## src/rtl/pixel_pkg.sv

```systemverilog
// pixel_pkg: shared state/mode types and greyscale conversion for the pixel burst controller
package pixel_pkg;
  typedef enum logic [1:0] {ST_IDLE, ST_READ, ST_WRITE, ST_DONE} pbc_state_t;
  typedef enum logic [1:0] {MODE_RD = 2'd0, MODE_WR = 2'd1, MODE_RW = 2'd2} pbc_mode_t;
  function automatic logic [31:0] gray_of(input logic [31:0] r, input logic [31:0] g, input logic [31:0] b);
    logic [31:0] s;
    s = r + g + b;
    return (s >> 2) + (s >> 4) + (s >> 6) + (s >> 8);
  endfunction
endpackage

```

## src/rtl/pixel_burst_ctrl_access_timer.sv

```systemverilog
// access_timer: counts down the cycles of one SRAM access; last_o marks its final cycle
module access_timer #(
  parameter int ACCESS_CYCLES = 10
) (
  input  logic clk,
  input  logic rst,
  input  logic load_i,
  output logic last_o
);
  localparam int TW = ACCESS_CYCLES > 1 ? $clog2(ACCESS_CYCLES) : 1;
  logic [TW-1:0] cnt_q, cnt_d;
  assign last_o = cnt_q == '0;
  always_comb cnt_d = load_i ? TW'(ACCESS_CYCLES - 1) : (last_o ? cnt_q : cnt_q - 1'b1);
  always_ff @(posedge clk or posedge rst)
    if (rst) cnt_q <= '0;
    else cnt_q <= cnt_d;
endmodule

```

## src/rtl/pixel_burst_ctrl.sv

```systemverilog
// pixel_burst_ctrl: SRAM burst reader (RGB to grey) and writer (grey replicated to RGB)
module pixel_burst_ctrl
  import pixel_pkg::*;
#(
  parameter int ADDR_BITS     = 16,
  parameter int PIX_BITS      = 8,
  parameter int BURST_MAX     = 20,
  parameter int ACCESS_CYCLES = 10,
  parameter int CNT_BITS      = $clog2(BURST_MAX + 1)
) (
  input  logic                          clk,
  input  logic                          rst,
  input  logic                          start_i,
  input  logic [1:0]                    mode_i,
  input  logic [ADDR_BITS-1:0]          rd_base_i,
  input  logic [ADDR_BITS-1:0]          wr_base_i,
  input  logic [CNT_BITS-1:0]           rd_count_i,
  input  logic [CNT_BITS-1:0]           wr_count_i,
  input  logic [BURST_MAX*PIX_BITS-1:0] wr_pix_i,
  output logic [BURST_MAX*PIX_BITS-1:0] rd_pix_o,
  output logic                          busy_o,
  output logic                          done_o,
  output logic                          err_o,
  output logic [ADDR_BITS-1:0]          address_o,
  output logic [3*PIX_BITS-1:0]         w_data_o,
  input  logic [3*PIX_BITS-1:0]         r_data_i,
  output logic                          read_enable_o,
  output logic                          write_enable_o
);
  localparam logic [CNT_BITS-1:0] MAXC = CNT_BITS'(BURST_MAX);
  pbc_state_t state_q, state_d;
  pbc_mode_t mode_q, mode_d;
  logic [ADDR_BITS-1:0] wr_base_q, wr_base_d, address_d;
  logic [CNT_BITS-1:0] rd_cnt_q, rd_cnt_d, wr_cnt_q, wr_cnt_d, idx_q, idx_d, idx_n;
  logic [BURST_MAX*PIX_BITS-1:0] rd_pix_d;
  logic [3*PIX_BITS-1:0] w_data_d;
  logic [PIX_BITS-1:0] gray;
  logic re_d, we_d, busy_d, done_d, err_d, last, load, bad, rd_go, wr_go;
  access_timer #(.ACCESS_CYCLES(ACCESS_CYCLES)) u_timer (
    .clk(clk), .rst(rst), .load_i(load), .last_o(last)
  );
  always_comb begin
    state_d = state_q;
    mode_d = mode_q;
    wr_base_d = wr_base_q;
    rd_cnt_d = rd_cnt_q;
    wr_cnt_d = wr_cnt_q;
    idx_d = idx_q;
    address_d = address_o;
    err_d = err_o;
    rd_pix_d = rd_pix_o;
    idx_n = idx_q + 1'b1;
    gray = PIX_BITS'(gray_of(32'(r_data_i[3*PIX_BITS-1 -: PIX_BITS]),
                             32'(r_data_i[2*PIX_BITS-1 -: PIX_BITS]),
                             32'(r_data_i[PIX_BITS-1:0])));
    bad = rd_count_i > MAXC || wr_count_i > MAXC;
    rd_go = mode_i != 2'd1 && rd_count_i != '0;
    wr_go = mode_i != 2'd0 && wr_count_i != '0;
    case (state_q)
      ST_IDLE: if (start_i) begin
        mode_d = mode_i == 2'd0 ? MODE_RD : (mode_i == 2'd1 ? MODE_WR : MODE_RW);
        wr_base_d = wr_base_i;
        rd_cnt_d = rd_count_i;
        wr_cnt_d = wr_count_i;
        idx_d = '0;
        err_d = bad;
        address_d = rd_go ? rd_base_i : wr_base_i;
        state_d = bad ? ST_DONE : (rd_go ? ST_READ : (wr_go ? ST_WRITE : ST_DONE));
      end
      ST_READ: if (last) begin
        rd_pix_d[PIX_BITS*idx_q +: PIX_BITS] = gray;
        idx_d = idx_n != rd_cnt_q ? idx_n : '0;
        address_d = idx_n != rd_cnt_q ? address_o + 1'b1 : wr_base_q;
        state_d = idx_n != rd_cnt_q ? ST_READ : ((mode_q != MODE_RD && wr_cnt_q != '0) ? ST_WRITE : ST_DONE);
      end
      ST_WRITE: if (last) begin
        idx_d = idx_n;
        address_d = idx_n != wr_cnt_q ? address_o + 1'b1 : address_o;
        state_d = idx_n != wr_cnt_q ? ST_WRITE : ST_DONE;
      end
      default: state_d = ST_IDLE;
    endcase
    re_d = state_d == ST_READ;
    we_d = state_d == ST_WRITE;
    busy_d = state_d != ST_IDLE;
    done_d = state_d == ST_DONE;
    // each new access (first of a burst or right after a last cycle) restarts the timer
    load = (re_d || we_d) && (state_q == ST_IDLE || last);
    w_data_d = we_d ? {3{wr_pix_i[PIX_BITS*idx_d +: PIX_BITS]}} : '0;
  end
  always_ff @(posedge clk or posedge rst)
    if (rst) begin
      state_q <= ST_IDLE;
      mode_q <= MODE_RD;
      wr_base_q <= '0;
      rd_cnt_q <= '0;
      wr_cnt_q <= '0;
      idx_q <= '0;
      address_o <= '0;
      w_data_o <= '0;
      rd_pix_o <= '0;
      read_enable_o <= 1'b0;
      write_enable_o <= 1'b0;
      busy_o <= 1'b0;
      done_o <= 1'b0;
      err_o <= 1'b0;
    end else begin
      state_q <= state_d;
      mode_q <= mode_d;
      wr_base_q <= wr_base_d;
      rd_cnt_q <= rd_cnt_d;
      wr_cnt_q <= wr_cnt_d;
      idx_q <= idx_d;
      address_o <= address_d;
      w_data_o <= w_data_d;
      rd_pix_o <= rd_pix_d;
      read_enable_o <= re_d;
      write_enable_o <= we_d;
      busy_o <= busy_d;
      done_o <= done_d;
      err_o <= err_d;
    end
endmodule

```

## config.mk

```make
export PLATFORM = sky130hd
export DESIGN_NAME = pixel_burst_ctrl
export DESIGN_NICKNAME = d
export VERILOG_FILES = /design/src/rtl/pixel_pkg.sv /design/src/rtl/pixel_burst_ctrl_access_timer.sv /design/src/rtl/pixel_burst_ctrl.sv
export SDC_FILE = /design/constraint.sdc
export NUM_CORES = 1
export LEC_CHECK = 0
export BUFFER_PORTS_ARGS = -buffer_cell sky130_fd_sc_hd__buf_2
export CAP_MARGIN = 20
export CORE_UTILIZATION = 30
export CTS_CLUSTER_DIAMETER = 100
export DETAILED_ROUTE_END_ITERATION = 10
export PLACE_DENSITY_LB_ADDON = 0.2
export SLEW_MARGIN = 20
export SYNTH_ARGS = -nofsm -noshare
export SYNTH_HDL_FRONTEND = slang
export SYNTH_SLANG_ARGS = --single-unit
```

## constraint.sdc

```tcl
create_clock -name clk -period 9.13 [get_ports clk]
set_input_delay 0.913 -clock clk [delete_from_list [all_inputs] [get_ports clk]]
set_output_delay 0.913 -clock clk [all_outputs]
set_load 0.05 [all_outputs]
```

==> Word level (Yosys, flattened, before mapping) <==
Index checks and enable logic that the tools add are counted.
{ "word_totals": {"wordCells": 91, "rom_bits": 0, "register_bits": 244, "memories": 0, "output_inout_bits": 205, "ram_bits": 0, "latch_bits": 0} }
{ "classes": {"addsub": 9, "reduce_logical": 20, "n_shift": 3, "eq_ne": 14, "order_cmp": 2, "n_div": 0, "n_mux": 28, "bitwise": 0, "multipliers": 0} }
{ "op_table": {"columns": ["op", "n"], "rows": [
  ["bitwise mux 160 bit", 1],
  ["variable shift 8 x 34 -> 160 bit, first input constant", 1],
  ["indexed part select 160 x 9 -> 8 bit", 1],
  ["indexed part select 8 x 34 -> 160 bit", 1],
  ["2-to-1 mux 16 bit", 6],
  ["one-hot mux 16 bit (3 select lines)", 1],
  ["negation 8 -> 34 bit", 1],
  ["2-to-1 mux 24 bit", 1],
  ["2-to-1 mux 5 bit", 4],
  ["adder 16 x 1 -> 16 bit, second input constant", 1],
  ["2-to-1 mux 2 bit", 8],
  ["one-hot mux 5 bit (3 select lines)", 1],
  ["nonzero test 5 bit", 3],
  ["adder 9 x 8 -> 10 bit", 1],
  ["greater-than comparator 5 bit, second input constant", 2],
  ["!= test 5 bit", 2],
  ["adder 8 x 8 -> 9 bit", 1],
  ["adder 8 x 2 -> 8 bit", 1],
  ["adder 8 x 4 -> 8 bit", 1],
  ["adder 8 x 6 -> 8 bit", 1],
  ["2-to-1 mux 4 bit", 2],
  ["!= test 2 bit, second input constant", 4],
  ["equality test 2 x 1 -> 1 bit, second input constant", 3],
  ["equality test 2 bit, second input constant", 3],
  ["other kinds (13)", 25]
]} }

==> Depth between registers and ports, before layout <==
{ "depth": {"ltp_word": 11, "depth_mapped": 25, "depth_no_buf": 24} }

==> Modules after synthesis <==
From an unflattened synthesis, not the netlist that was laid out.
{ "unflattened": {"hier_cells": 1358, "hier_area_um2": 12573.3} }
{ "modules_own_cells": {"columns": ["mod", "area_per_inst_um2", "n_inst", "seq_area_each_um2", "cells_each"], "rows": [
  ["pixel_burst_ctrl", 12349.3, 1, 5605.4, 1337],
  ["access_timer", 224.0, 1, 100.1, 21]
]} }

==> Worst setup path before layout <==
OpenSTA, ideal clock, no wires.
{ "synth_timing": {"path_type": "in2reg", "start": "input r_data_i[1]", "end": "register rd_pix_o[151]", "path_slack_ns": 3.409, "arrival_time_ns": 5.585, "cell_stages": 24, "cell_sequence": "inv_1 -> fa_1 -> or2_2 -> fa_1 -> nor2b_1 -> o21ai_0 -> a21boi_0 -> o21ai_0 -> a21boi_0 -> nor2_1 -> xnor2_1 -> fa_1 -> inv_1 -> ha_1 -> fa_1 -> a21oi_1 -> nor2_1 -> nor2_1 -> o21bai_1 -> a21oi_1 -> xor2_1 -> xnor2_1 -> clkbuf_1 -> o31ai_1"} }
{ "synth_between": {"elab_chain_cells": 6} }
{ "synth_rtl": {"columns": ["element", "line", "rtl"], "rows": [
  ["start, declared", "pixel_burst_ctrl.sv:26", "input logic [3*PIX_BITS-1:0] r_data_i,"],
  ["adder 9 x 8 -> 10 bit *", "pixel_pkg.sv:7", "s = r + g + b;"],
  ["adder 8 x 6 -> 8 bit", "pixel_pkg.sv:8", "return (s >> 2) + (s >> 4) + (s >> 6) + (s >> 8);"],
  ["adder 8 x 4 -> 8 bit", "pixel_pkg.sv:8", null],
  ["adder 8 x 2 -> 8 bit *", "pixel_pkg.sv:8", null],
  ["indexed part select 8 x 34 -> 160 bit *", "pixel_burst_ctrl.sv:71", "rd_pix_d[PIX_BITS*idx_q +: PIX_BITS] = gray;"],
  ["bitwise mux 160 bit *", "pixel_burst_ctrl.sv:71", null],
  ["end signal, assigned", "pixel_burst_ctrl.sv:116", "rd_pix_o <= rd_pix_d;"],
  ["end, declared", "pixel_burst_ctrl.sv:20", "output logic [BURST_MAX*PIX_BITS-1:0] rd_pix_o,"]
]} }
Mark *: on every way between the ends. The rest lies on a longest branch, timed or not.
A chain may end at the register's enable or synchronous reset.

==> Worst setup path in the final report <==
{ "layout_timing": {"start": "input r_data_i[1]", "end": "register rd_pix_o[101]"} }
The elaborated chain is that of the path after synthesis.

==> flow_summary_export.csv <==
group,metric,value,unit
sta,finalSetupViolations,0,
placement,gp_congestion,0.809,
synthesis,synth.net_count,1584,
cells_and_area,finish.utilization,38.7,%
worst_setup_path,max_stage_delay,0.60,ns
pwr,p_seq_share,26.7,%
global_route,grt_pass1_vias,10975,
cells_and_area,multi_input_area,6450,um2
sta,timing.slew.headroom,31.5,%
placement,place_ws,2.45,ns
clock_tree,cts_hold_buf,0,
synthesis,syn_area_per_cell,9.82,um2
worst_setup_path,critPathSlowestCell,"nand2b_1",
sta,tns,0,ns
cells_and_area,fillers,4268,
die,die_h,209,um
synthesis,synthFlopType,"dfrtp_1",
die,num_rows,75,
synthesis,ys_ff_latch,228,
worst_setup_path,crit_type,"in2reg",
worst_setup_path,cp_top_family,"adder cells",
min_path,min_path_type,"in2async",
pwr,switchingPower,0.00225,W
pwr,p_total,0.00498,W
synthesis,yosysTopAreaCellShare,44.6,%
cells_and_area,regArea,5710,um2
die,die-area,43500,um2
outcome,outcome,"finished clean",
worst_setup_path,end_kind,"register",
synthesis,synthCells,1304,
synthesis,async_reset_ff_share,100,%
synthesis,synth-xor-area-share,3.00,%
global_route,grt_max_degree,85,
sta,hold_viol,0,
sta,layout_min_cycle_time,5.82,ns
die,die_w,209,um
sta,tightest_slew,1.02,ns
placement,port_buffers,435,
clock_tree,h-tree-depth,1,
route,finalWirelength,42200,um
worst_setup_path,cp.arrival,6.27,ns
worst_setup_path,timing.critical_path.mode_cell,"fa_1",
clock_tree,cts_tree,"yes",
cells_and_area,layout.nets,1973,
synthesis,synth_cell_type_count,78,
clock_tree,clock_sinks,228,
route,first_pass_iters,5,
clock_tree,cts_inserted_buffers,29,
cells_and_area,areaGrowthSynthToFinish,27.1,%
worst_setup_path,start_kind,"input port",
worst_setup_path,cp.buffers_inverters,3,
pwr,p_per_area,306,nW/um2
synthesis,synth_area_leaders,"dfrtp_1, nand2_1, mux2_2",
global_route,grt_overflow,0,
sta,holdWs,0.427,ns
clock_tree,cts_resized,0,
synthesis,yosysWarnings,0,
synthesis,synth-simple-area-share,16.2,%
sta,finalMaxSlewViolations,0,
placement,hpwl,31300,um
pwr,ir_worst_vdd,196,uV
synthesis,synth_compound_area_share,14.6,%
worst_setup_path,crit_path_max_fanout,13,
global_route,grt_pass1_wl,65200,um
clock_tree,clk_latency,0.56,ns
pwr,power_frac_comb,49.7,%
synthesis,synth_mux_area_share,11.0,%
route,avgRoutedWirePerCell,18.7,um
global_route,grtUsageTotal,19.0,%
pwr,swShare,45.2,%
clock_tree,cts_root_buffer,"clkbuf_16",
sta,min_period_over_period,63.8,%
synthesis,seq_area_frac_synth,44.6,%
clock_tree,clkSlewWorstSetupHoldPaths,0.06,ns
route,ant_nets,0,
synthesis,synth_most_common_cell,"nand2_1",
synthesis,yosysTopAreaCell,"dfrtp_1",
synthesis,synth_enable_flop_cells,0,
sta,rsz0062_at_grt,"false",
die,core_area,42000,um2
pwr,leakage,7.72,nW
synthesis,synth_top_family_by_area,"simple AND/OR/NAND/NOR gates",
route,vias,11145,
clock_tree,post-cts-setup-buffer-count,0,
worst_setup_path,cp_cell_sequence,"buf_2, inv_1, fa_1, or2_2, fa_1, nor2b_1, o21ai_0, a21boi_0, o21ai_0, a21boi_0, nor2_1, xnor2_1, fa_1, inv_1, ha_1, fa_1, a21oi_1, nor2_1, nor2_1, xnor2_1, nand2b_1, nor3_1, mux2_2",
pwr,clkPwrFrac,23.6,%
worst_setup_path,crit_start,"r_data_i[1]",
route,drc,0,
sta,fin_ws,3.31,ns
synthesis,synthTopCellsByCount,"nand2_1, dfrtp_1, o21ai_0, mux2_2, nand3_1",
route,drt-initial-drc-count,582,
die,initial_core_util,30.5,%
route,vias_per_cell,4.94,
clock_tree,cts_buffer_depth,3,
cells_and_area,drive_gt1_share,36.8,%
die,io-pin-count,436,
worst_setup_path,required,9.57,ns
pwr,p_int,0.00273,W
sta,fmax,172,MHz
global_route,antenna_found_initial,0,
synthesis,synth_area,12800,um2
job,cap_violations,0,
sta,worst_clock_skew,0.0158,ns
worst_setup_path,reg2reg_from,"idx_q[0]",
synthesis,synth_fa_ha_area_share,5.43,%
==> flip-flops by register name, summed over array words and instances, names as in the netlist <==
name            count
idx_q               5
err_o               1
mode_q              2
busy_o              1
done_o              1
rd_cnt_q            5
state_q             2
address_o          16
u_timer.cnt_q       4
read_enable_o       1
write_enable_o      1
w_data_o            8
rd_pix_o          160
wr_base_q          16
wr_cnt_q            5
==> layout make-up <==
cell class / count / area share (%)
multi-input combinational: 940 / 39.6
inverter: 48 / 1.20
sequential: 228 / 35.1
tap: 539 / 4.14
antenna: 1 / 0.0154
clock inverter: 9 / 0.830
timing repair buffer: 446 / 13.9
clock buffer: 43 / 5.21
==> routing by layer <==
metal  part of all wire, %  track usage (%)
met2                    47             31.2
met1                    46             26.7
met5                 0.012                0
met4                   1.2             3.22
met3                   5.2             3.14
==> through the flow <==
stage / std cells / instance area (um2)
3_3_place_gp: 2201 / 15300
5_1_grt: 2253 / 16300
4_1_cts: 2253 / 16300
2_1_floorplan: 1304 / 12800
3_5_place_dp: 2201 / 15300
6_report: 2254 / 16300
==> cells by family (layout without fill, tap and decap cells) <==
group	after synthesis	count (layout)
muxes	111	111
AOI/OAI and AO/OA	282	282
buffers and inverters	136	546
xor gates and xnor gates	37	37
other	0	1
and+or+nand+nor	461	461
DFF	228	228
adders and majority gates	49	49
==> cell usage in the layout (no fill, tap or decap), types with 8 or more instances in the layout <==
cell,count
buf_2,435
nand2_1,268
dfrtp_1,228
o21ai_0,97
mux2_2,85
nand3_1,67
nor2_1,50
a21oi_1,48
inv_1,45
o31ai_1,40
ha_1,37
clkbuf_16,29
xnor2_1,23
mux4_2,14
nor3_1,13
fa_1,11
mux2i_1,10
buf_4,10
and3_1,9
xor2_1,9
a22oi_1,9
o211ai_1,9
or2_2,8
and2_1,8
o221ai_1,8
==> power by group through the flow <==
stage          Combinational (W)  Sequential, W  Clock [W]
6_report                 0.00248        0.00133    0.00118
5_1_grt                  0.00272        0.00136    0.00125
2_1_floorplan            0.00148        0.00164          0
4_1_cts                  0.00250        0.00133    0.00122
3_3_place_gp             0.00246        0.00134          0
3_5_place_dp             0.00249        0.00135          0
==> path summary, 6_finish.rpt <==
kind	depth (start not counted)	slack (ns)	to
worst max-delay path	23	3.31	rd_pix_o[101]
worst min-delay path	2	0.43	rd_pix_o[104]
worst max register to register	11	4.56	w_data_o[16]
worst min register to register	2	0.47	rd_pix_o[13]
max in group asynchronous	3	7.38	idx_q[4]
min in group clk	2	0.47	rd_pix_o[13]
Power figures use the tool's default switching activity.
